==> src/rtl/uart_rx.sv <==
// 8N1 UART receiver: two-flop input synchroniser, start-bit validation at half a bit,
// mid-bit sampling, one-cycle data_en / frame_err strobes and break recovery.
//
// state     | meaning
// IDLE      | line idle, waiting for a falling edge on rx_s
// START_BIT | counting half a bit, then re-checking the start bit
// DATA_BITS | sampling 8 data bits LSB-first at mid-bit
// STOP_BIT  | sampling the stop bit at mid-bit
// WAIT_IDLE | framing error seen, holding off until the line returns high
module uart_rx #(
    parameter int CLK_FREQ_KHz  = 50000,
    parameter int BAUD_RATE_BPS = 115200
) (
    input  logic       clk,
    input  logic       rst,
    input  logic       rx,
    output logic       data_en,
    output logic [7:0] data,
    output logic       frame_err,
    output logic       rx_busy
);

    localparam int BIT_CLOCKS  = (CLK_FREQ_KHz * 1000) / BAUD_RATE_BPS;
    localparam int HALF_CLOCKS = BIT_CLOCKS / 2;
    localparam int CNT_W       = $clog2(BIT_CLOCKS);

    localparam logic [CNT_W-1:0] BIT_LAST  = CNT_W'(BIT_CLOCKS - 1);
    localparam logic [CNT_W-1:0] HALF_LAST = CNT_W'(HALF_CLOCKS - 1);

    typedef enum logic [4:0] {
        IDLE      = 5'b00001,
        START_BIT = 5'b00010,
        DATA_BITS = 5'b00100,
        STOP_BIT  = 5'b01000,
        WAIT_IDLE = 5'b10000
    } state_t;

    state_t           state;
    logic             rx_s1;
    logic             rx_s;
    logic [CNT_W-1:0] bit_clk_cnt;
    logic [2:0]       data_bit_cnt;
    logic [7:0]       shift_data;

    always_ff @(posedge clk) begin
        if (rst) begin
            state        <= IDLE;
            rx_s1        <= 1'b1;
            rx_s         <= 1'b1;
            bit_clk_cnt  <= '0;
            data_bit_cnt <= '0;
            shift_data   <= '0;
            data         <= '0;
            data_en      <= 1'b0;
            frame_err    <= 1'b0;
            rx_busy      <= 1'b0;
        end else begin
            rx_s1     <= rx;
            rx_s      <= rx_s1;
            data_en   <= 1'b0;
            frame_err <= 1'b0;

            // rx_busy is registered alongside every transition so it tracks state exactly
            case (state)
                IDLE: begin
                    bit_clk_cnt  <= '0;
                    data_bit_cnt <= '0;
                    if (!rx_s) begin
                        state   <= START_BIT;
                        rx_busy <= 1'b1;
                    end
                end

                START_BIT: begin
                    if (bit_clk_cnt == HALF_LAST) begin
                        bit_clk_cnt <= '0;
                        if (!rx_s) begin
                            state <= DATA_BITS;
                        end else begin
                            state   <= IDLE;
                            rx_busy <= 1'b0;
                        end
                    end else begin
                        bit_clk_cnt <= bit_clk_cnt + 1'b1;
                    end
                end

                DATA_BITS: begin
                    if (bit_clk_cnt == BIT_LAST) begin
                        bit_clk_cnt <= '0;
                        shift_data  <= {rx_s, shift_data[7:1]};
                        if (data_bit_cnt == 3'd7) begin
                            data_bit_cnt <= '0;
                            state        <= STOP_BIT;
                        end else begin
                            data_bit_cnt <= data_bit_cnt + 1'b1;
                        end
                    end else begin
                        bit_clk_cnt <= bit_clk_cnt + 1'b1;
                    end
                end

                STOP_BIT: begin
                    if (bit_clk_cnt == BIT_LAST) begin
                        bit_clk_cnt <= '0;
                        if (rx_s) begin
                            data    <= shift_data;
                            data_en <= 1'b1;
                            state   <= IDLE;
                            rx_busy <= 1'b0;
                        end else begin
                            frame_err <= 1'b1;
                            state     <= WAIT_IDLE;
                        end
                    end else begin
                        bit_clk_cnt <= bit_clk_cnt + 1'b1;
                    end
                end

                WAIT_IDLE: begin
                    if (rx_s) begin
                        state   <= IDLE;
                        rx_busy <= 1'b0;
                    end
                end

                default: begin
                    state   <= IDLE;
                    rx_busy <= 1'b0;
                end
            endcase
        end
    end

endmodule
==> config.mk <==
export PLATFORM = sky130hd
export DESIGN_NAME = uart_rx
export DESIGN_NICKNAME = d
export VERILOG_FILES = /design/src/rtl/uart_rx.sv
export SDC_FILE = /design/constraint.sdc
export NUM_CORES = 1
export LEC_CHECK = 0
export ABC_AREA = 0
export CAP_MARGIN = 25
export CORE_ASPECT_RATIO = 1.4
export CORE_MARGIN = 2
export CORE_UTILIZATION = 60
export DETAILED_ROUTE_END_ITERATION = 6
export PLACE_DENSITY = 0.82
export REMOVE_ABC_BUFFERS = 1
export SYNTH_ARGS = -nofsm -noshare
export SYNTH_HDL_FRONTEND = slang
export SYNTH_SLANG_ARGS = --single-unit
==> constraint.sdc <==
create_clock -name clk -period 4.6 [get_ports clk]
set_clock_uncertainty 0.2 [all_clocks]
set_input_delay 0.46 -clock clk [delete_from_list [all_inputs] [get_ports clk]]
set_output_delay 0.46 -clock clk [all_outputs]
set_load 0.1 [all_outputs]
---- Word-level counts from Yosys, hierarchy flattened ----
Cells that the tools add are included.
word-level totals
  bits in registers ....................... 38
  word-level logic and storage cells ...... 60
  output and inout port bits .............. 11
  bits of input ports ..................... 3
cells by class
  mux-type cells .......................... 22
  add/sub/neg operators ................... 2
  bitwise logic cells ..................... 3
  eq/ne operators ......................... 14
  reductions and logical operators ........ 9
operators by type and width
  cell                                           number
  2-to-1 mux 5 bit                               7
  one-hot mux 9 bit (3 select lines)             1
  one-hot mux 5 bit (5 select lines)             1
  2-to-1 mux 9 bit                               2
  != test 2 bit, second input constant           6
  adder 9 x 1 -> 9 bit, second input constant    1
  == test 9 x 8 -> 1 bit, second input constant  1
  == test 9 bit, second input constant           1
  2-to-1 mux 3 bit                               3
  2-to-1 mux 1 bit                               6
  one-hot mux 3 bit (2 select lines)             1
  AND reduction 6 bit                            1
  == test 5 x 1 -> 1 bit, second input constant  1
  == test 5 x 2 -> 1 bit, second input constant  1
  == test 5 x 3 -> 1 bit, second input constant  1
  == test 5 x 4 -> 1 bit, second input constant  1
  == test 5 bit, second input constant           1
  one-hot mux 1 bit (5 select lines)             1
  AND reduction 2 bit                            2
  AND reduction 4 bit                            1
  adder 3 x 1 -> 3 bit, second input constant    1
  == test 3 bit, second input constant           1
  NOT 1 bit                                      3
  AND reduction 3 bit                            1
  4 further kinds                                4

---- Depth between registers and ports, before layout ----
  word-level depth ........................ 4
  gate-level depth with buffers ........... 9
  gate-level depth less buffers ........... 7

---- Worst setup path after synthesis ----
No wires, ideal clock.
  path type ............................... reg-to-reg
  start ................................... register bit_clk_cnt[0]
  end ..................................... register bit_clk_cnt[4]
  buffers on the path ..................... 2
  cell stages (with the launch flop) ...... 9
  required time ........................... 4.267 ns
  setup slack ............................. 2.609 ns
  arrival ................................. 1.658 ns
  cell sequence ........................... dfxtp_1 > ha_1 > nand4bb_1 > or2_1 > buf_6 > a32o_2 > buf_6 > a21oi_1 > a311oi_1
between the ends
  cells in the longest elaborated chain, start to end .. 3
  elaborated cells between the ends (all ways) .. 6
  those cells by class .................... add/sub: 1; eq/ne: 2; mux: 3
RTL lines
  element                                             RTL line     text
  from (decl)                                         41           logic [CNT_W-1:0] bit_clk_cnt;
  from (signal assigned)                              84           bit_clk_cnt <= bit_clk_cnt + 1'b1;
  from (signal assigned)                              99           bit_clk_cnt <= bit_clk_cnt + 1'b1;
  from (signal assigned)                              116          bit_clk_cnt <= bit_clk_cnt + 1'b1;
  adder 9 x 1 -> 9 bit, or another cell as far along  84, 99, 116
  2-to-1 mux 9 bit, on equally long branches          89, 104, 75
  one-hot mux 9 bit (3 select lines) (*)              64           case (state)
Every way passes the cells marked *; elsewhere a longest branch is shown, timed or not.
A chain may end at the register's enable or synchronous reset.

---- Worst setup path after layout ----
  start ................................... register data[6]
  end ..................................... output port data[6]
RTL lines
  element                 RTL line  text
  from (decl)             18        output logic [7:0] data,
  from (signal assigned)  107       data <= shift_data;
No word-level cell between the ends.

==> flow_metrics.env <==
export IMPL_avgSynthCellArea_um2=8.52
export IMPL_dp_cells=249
export IMPL_synth_top_area_share_pct=42.9
export IMPL_drt_wl_total_um=3700
export IMPL_fp_dieH_um=68.3
export IMPL_maxSlewHeadroom_pct=34.6
export IMPL_std_cell_rows=23
export IMPL_yosysWarnings=0
export IMPL_antenna_found_initial=0
export IMPL_chipWidth_um=49.9
export IMPL_grt_pass1_wl_um=6570
export IMPL_synth_cells=208
export IMPL_cts_buffers=5
export IMPL_cp_num_buf_inv=1
export IMPL_synth_edf_count=0
export IMPL_hold_buffers=0
export IMPL_power_density_mw_per_mm2=433
export IMPL_hold_depth=1
export IMPL_finalMaxSlewViolations=0
export IMPL_status="complete, no violations"
export IMPL_cts_resized=0
export IMPL_core_area_mm2=0.00285
export IMPL_path_clk_slew_ps=70
export IMPL_cts_sinks=38
export IMPL_die_area_mm2=0.00341
export IMPL_slowest_stage="clkdlybuf4s50_1"
export IMPL_setup_viol=0
export IMPL_ant_nets=0
export IMPL_crit_family="buffers and inverters"
export IMPL_grt_max_degree=42
export IMPL_synth_distinct_cells=48
export IMPL_synthTopCellsByArea="dfxtp_1 (43%), nand2_1 (9.5%), a21oi_1 (6.2%)"
export IMPL_cts_tree="yes"
export IMPL_regArea_um2=761
export IMPL_start_kind="flip-flop"
export IMPL_yosys_most_used_dff="dfxtp_1"
export IMPL_synth_area_leader_cell="dfxtp_1"
export IMPL_drc=0
export IMPL_grt_usage_pct=25.5
export IMPL_hold_viol_final=0
export IMPL_ys_seq_area_share_pct=42.9
export IMPL_worst_path_max_fanout=2
export IMPL_total_leakage_power_nw=0.689
export IMPL_path_depth=1
export IMPL_hold_class="flip-flop to flip-flop"
export IMPL_hpwl_um=2620
export IMPL_diodes=0
export IMPL_final_net_count=227
export IMPL_period_needed_ps=2440
export IMPL_period_share_pct=53.0
export IMPL_max_cap_violations=0
export IMPL_via_per_inst=6.10
export IMPL_num_fill_cells=211
export IMPL_cts_buffer_depth=2
export IMPL_crit_chain="clkdlybuf4s50_1"
export IMPL_tightest_slew_ps=978
export IMPL_insertion_delay_ps=290
export IMPL_endpoint_kind="output port"
export IMPL_rsz0062_at_grt="false"
export IMPL_vias=1567
export IMPL_htree_num_levels=2
export IMPL_gp_congestion=0.838
export IMPL_fin_tns_setup_ps=0
export IMPL_multi_input_area_um2=932
export IMPL_synthArstFlopShare_pct=0
export IMPL_first_pass_iters=4
export IMPL_numPortBuffers=13
export IMPL_ys_seq_elements=38
export IMPL_initial_core_util_pct=62.2
export IMPL_syn_area_mm2=0.00177
export IMPL_layout_drive_gt1_share_pct=10.0
export IMPL_worst_r2r_cell_count=7
export IMPL_drt_wirelength_per_cell_um=14.4
export IMPL_boundaryPins=14
export IMPL_grt_overflow=0
export IMPL_cts_setup_buffers=0
export IMPL_grt_pass1_vias=1527
export IMPL_drtIter0Drc=71
export IMPL_ir_worst_vdd_v=0.000332
export IMPL_worst_slack_ps=2160
export IMPL_critPathMaxStageDelay_ps=1140
export IMPL_crit_type="flip-flop to output port"
export IMPL_arrival_ps=1780
export IMPL_area_growth_syn_to_layout_pct=14.6
export IMPL_cts_root_buf="clkbuf_8"
export IMPL_cp_data_required_time_ps=3940
export IMPL_layout_cells_non_filler=257
export IMPL_place_ws_ps=2320
export IMPL_fin_hold_ws_ps=216
export IMPL_max_clock_freq_ghz=0.410
==> state kept, by name (all words and copies together), names as in the netlist <==
signal and count:
rx_busy 1, shift_data 8, state 5, frame_err 1, data_bit_cnt 3, rx_s 1, bit_clk_cnt 9, data_en 1
rx_s1 1, data 8
==> per-stage QoR <==
stage | cell area, um^2 | utilization, % | power (W)
final | 2030 | 71.3 | 0.000879
after CTS | 2030 | 71.3 | 0.000882
after floorplan | 1700 | - | 0.000490
after global routing | 2030 | 71.3 | 0.000914
after global placement | 1890 | 66.3 | 0.000528
after detailed placement | 1890 | 66.3 | 0.000533
==> cell usage after synthesis (2+ instances only) <==
cell type,count
a211oi_1,2
a21oi_1,22
a311oi_1,6
a31oi_1,3
a41oi_1,4
and3_1,2
buf_2,2
buf_6,3
clkbuf_1,4
dfxtp_1,38
ha_1,5
inv_1,3
nand2_1,45
nand2b_1,2
nand3_1,10
nand3b_1,4
nor2_1,12
nor3_1,5
o211ai_1,2
o21ai_0,2
o2bb2ai_1,2
or2_2,2
or3_1,2
xor2_1,2
==> placed cells by master, fill, tap and decap left out, types with 2 or more instances in the layout <==
cell type / instances
nand3b_1: 4
a31oi_1: 3
nand2_1: 45
o211ai_1: 2
a41oi_1: 4
nand2b_1: 2
o2bb2ai_1: 2
nor2_1: 12
nand3_1: 10
ha_1: 5
a311oi_1: 6
xor2_1: 2
clkdlybuf4s50_1: 13
a211oi_1: 2
a21oi_1: 22
clkbuf_8: 6
or2_2: 2
and3_1: 2
nor3_1: 5
bufinv_16: 2
o21ai_0: 2
or3_1: 2
dfxtp_1: 38
inv_1: 3
==> power by group <==
group,internal [W],total [W],switching [W]
Sequential,0.000342,0.000360,0.0000177
Combinational,0.0000551,0.000170,0.000115
Clock,0.000231,0.000349,0.000118
Total,0.000629,0.000879,0.000250
==> cells by family after synthesis <==
| logic type | count (synthesis) | share of synthesized area (%) |
|---|---|---|
| simple gates | 100 | 28.4 |
| buf+inv | 13 | 4.45 |
| compound gates | 49 | 19.1 |
| fa+ha+maj | 5 | 3.53 |
| flops | 38 | 42.9 |
| xor+xnor | 2 | 0.989 |
| mux | 1 | 0.636 |
==> routing by layer <==
layer,track usage [%],routed length [um]
met5,0,0
met4,13.9,99
met3,6.11,158
met2,47.3,1980
met1,26.4,1470
==> path summary, 6_finish.rpt <==
check,startpoint,slack (ps),to
worst max-delay path,data[6]$_SDFFE_PP0P_,2160,data[6]
worst min-delay path,rx_s1$_SDFF_PP1_,220,rx_s$_SDFF_PP1_
worst max register to register,bit_clk_cnt[1]$_SDFFE_PP0P_,2300,bit_clk_cnt[6]$_SDFFE_PP0P_
worst min register to register,rx_s1$_SDFF_PP1_,220,rx_s$_SDFF_PP1_
==> final cells by class <==
| cell class | count | area share (%) |
|---|---|---|
| well taps | 37 | 2.28 |
| repair buffers | 14 | 6.78 |
| inverters | 3 | 0.555 |
| clock inverters | 2 | 2.96 |
| flip-flops and latches | 38 | 37.5 |
| multi-input cells | 157 | 45.9 |
| clock buffers | 6 | 4.07 |
Power figures use the tool's default switching activity.
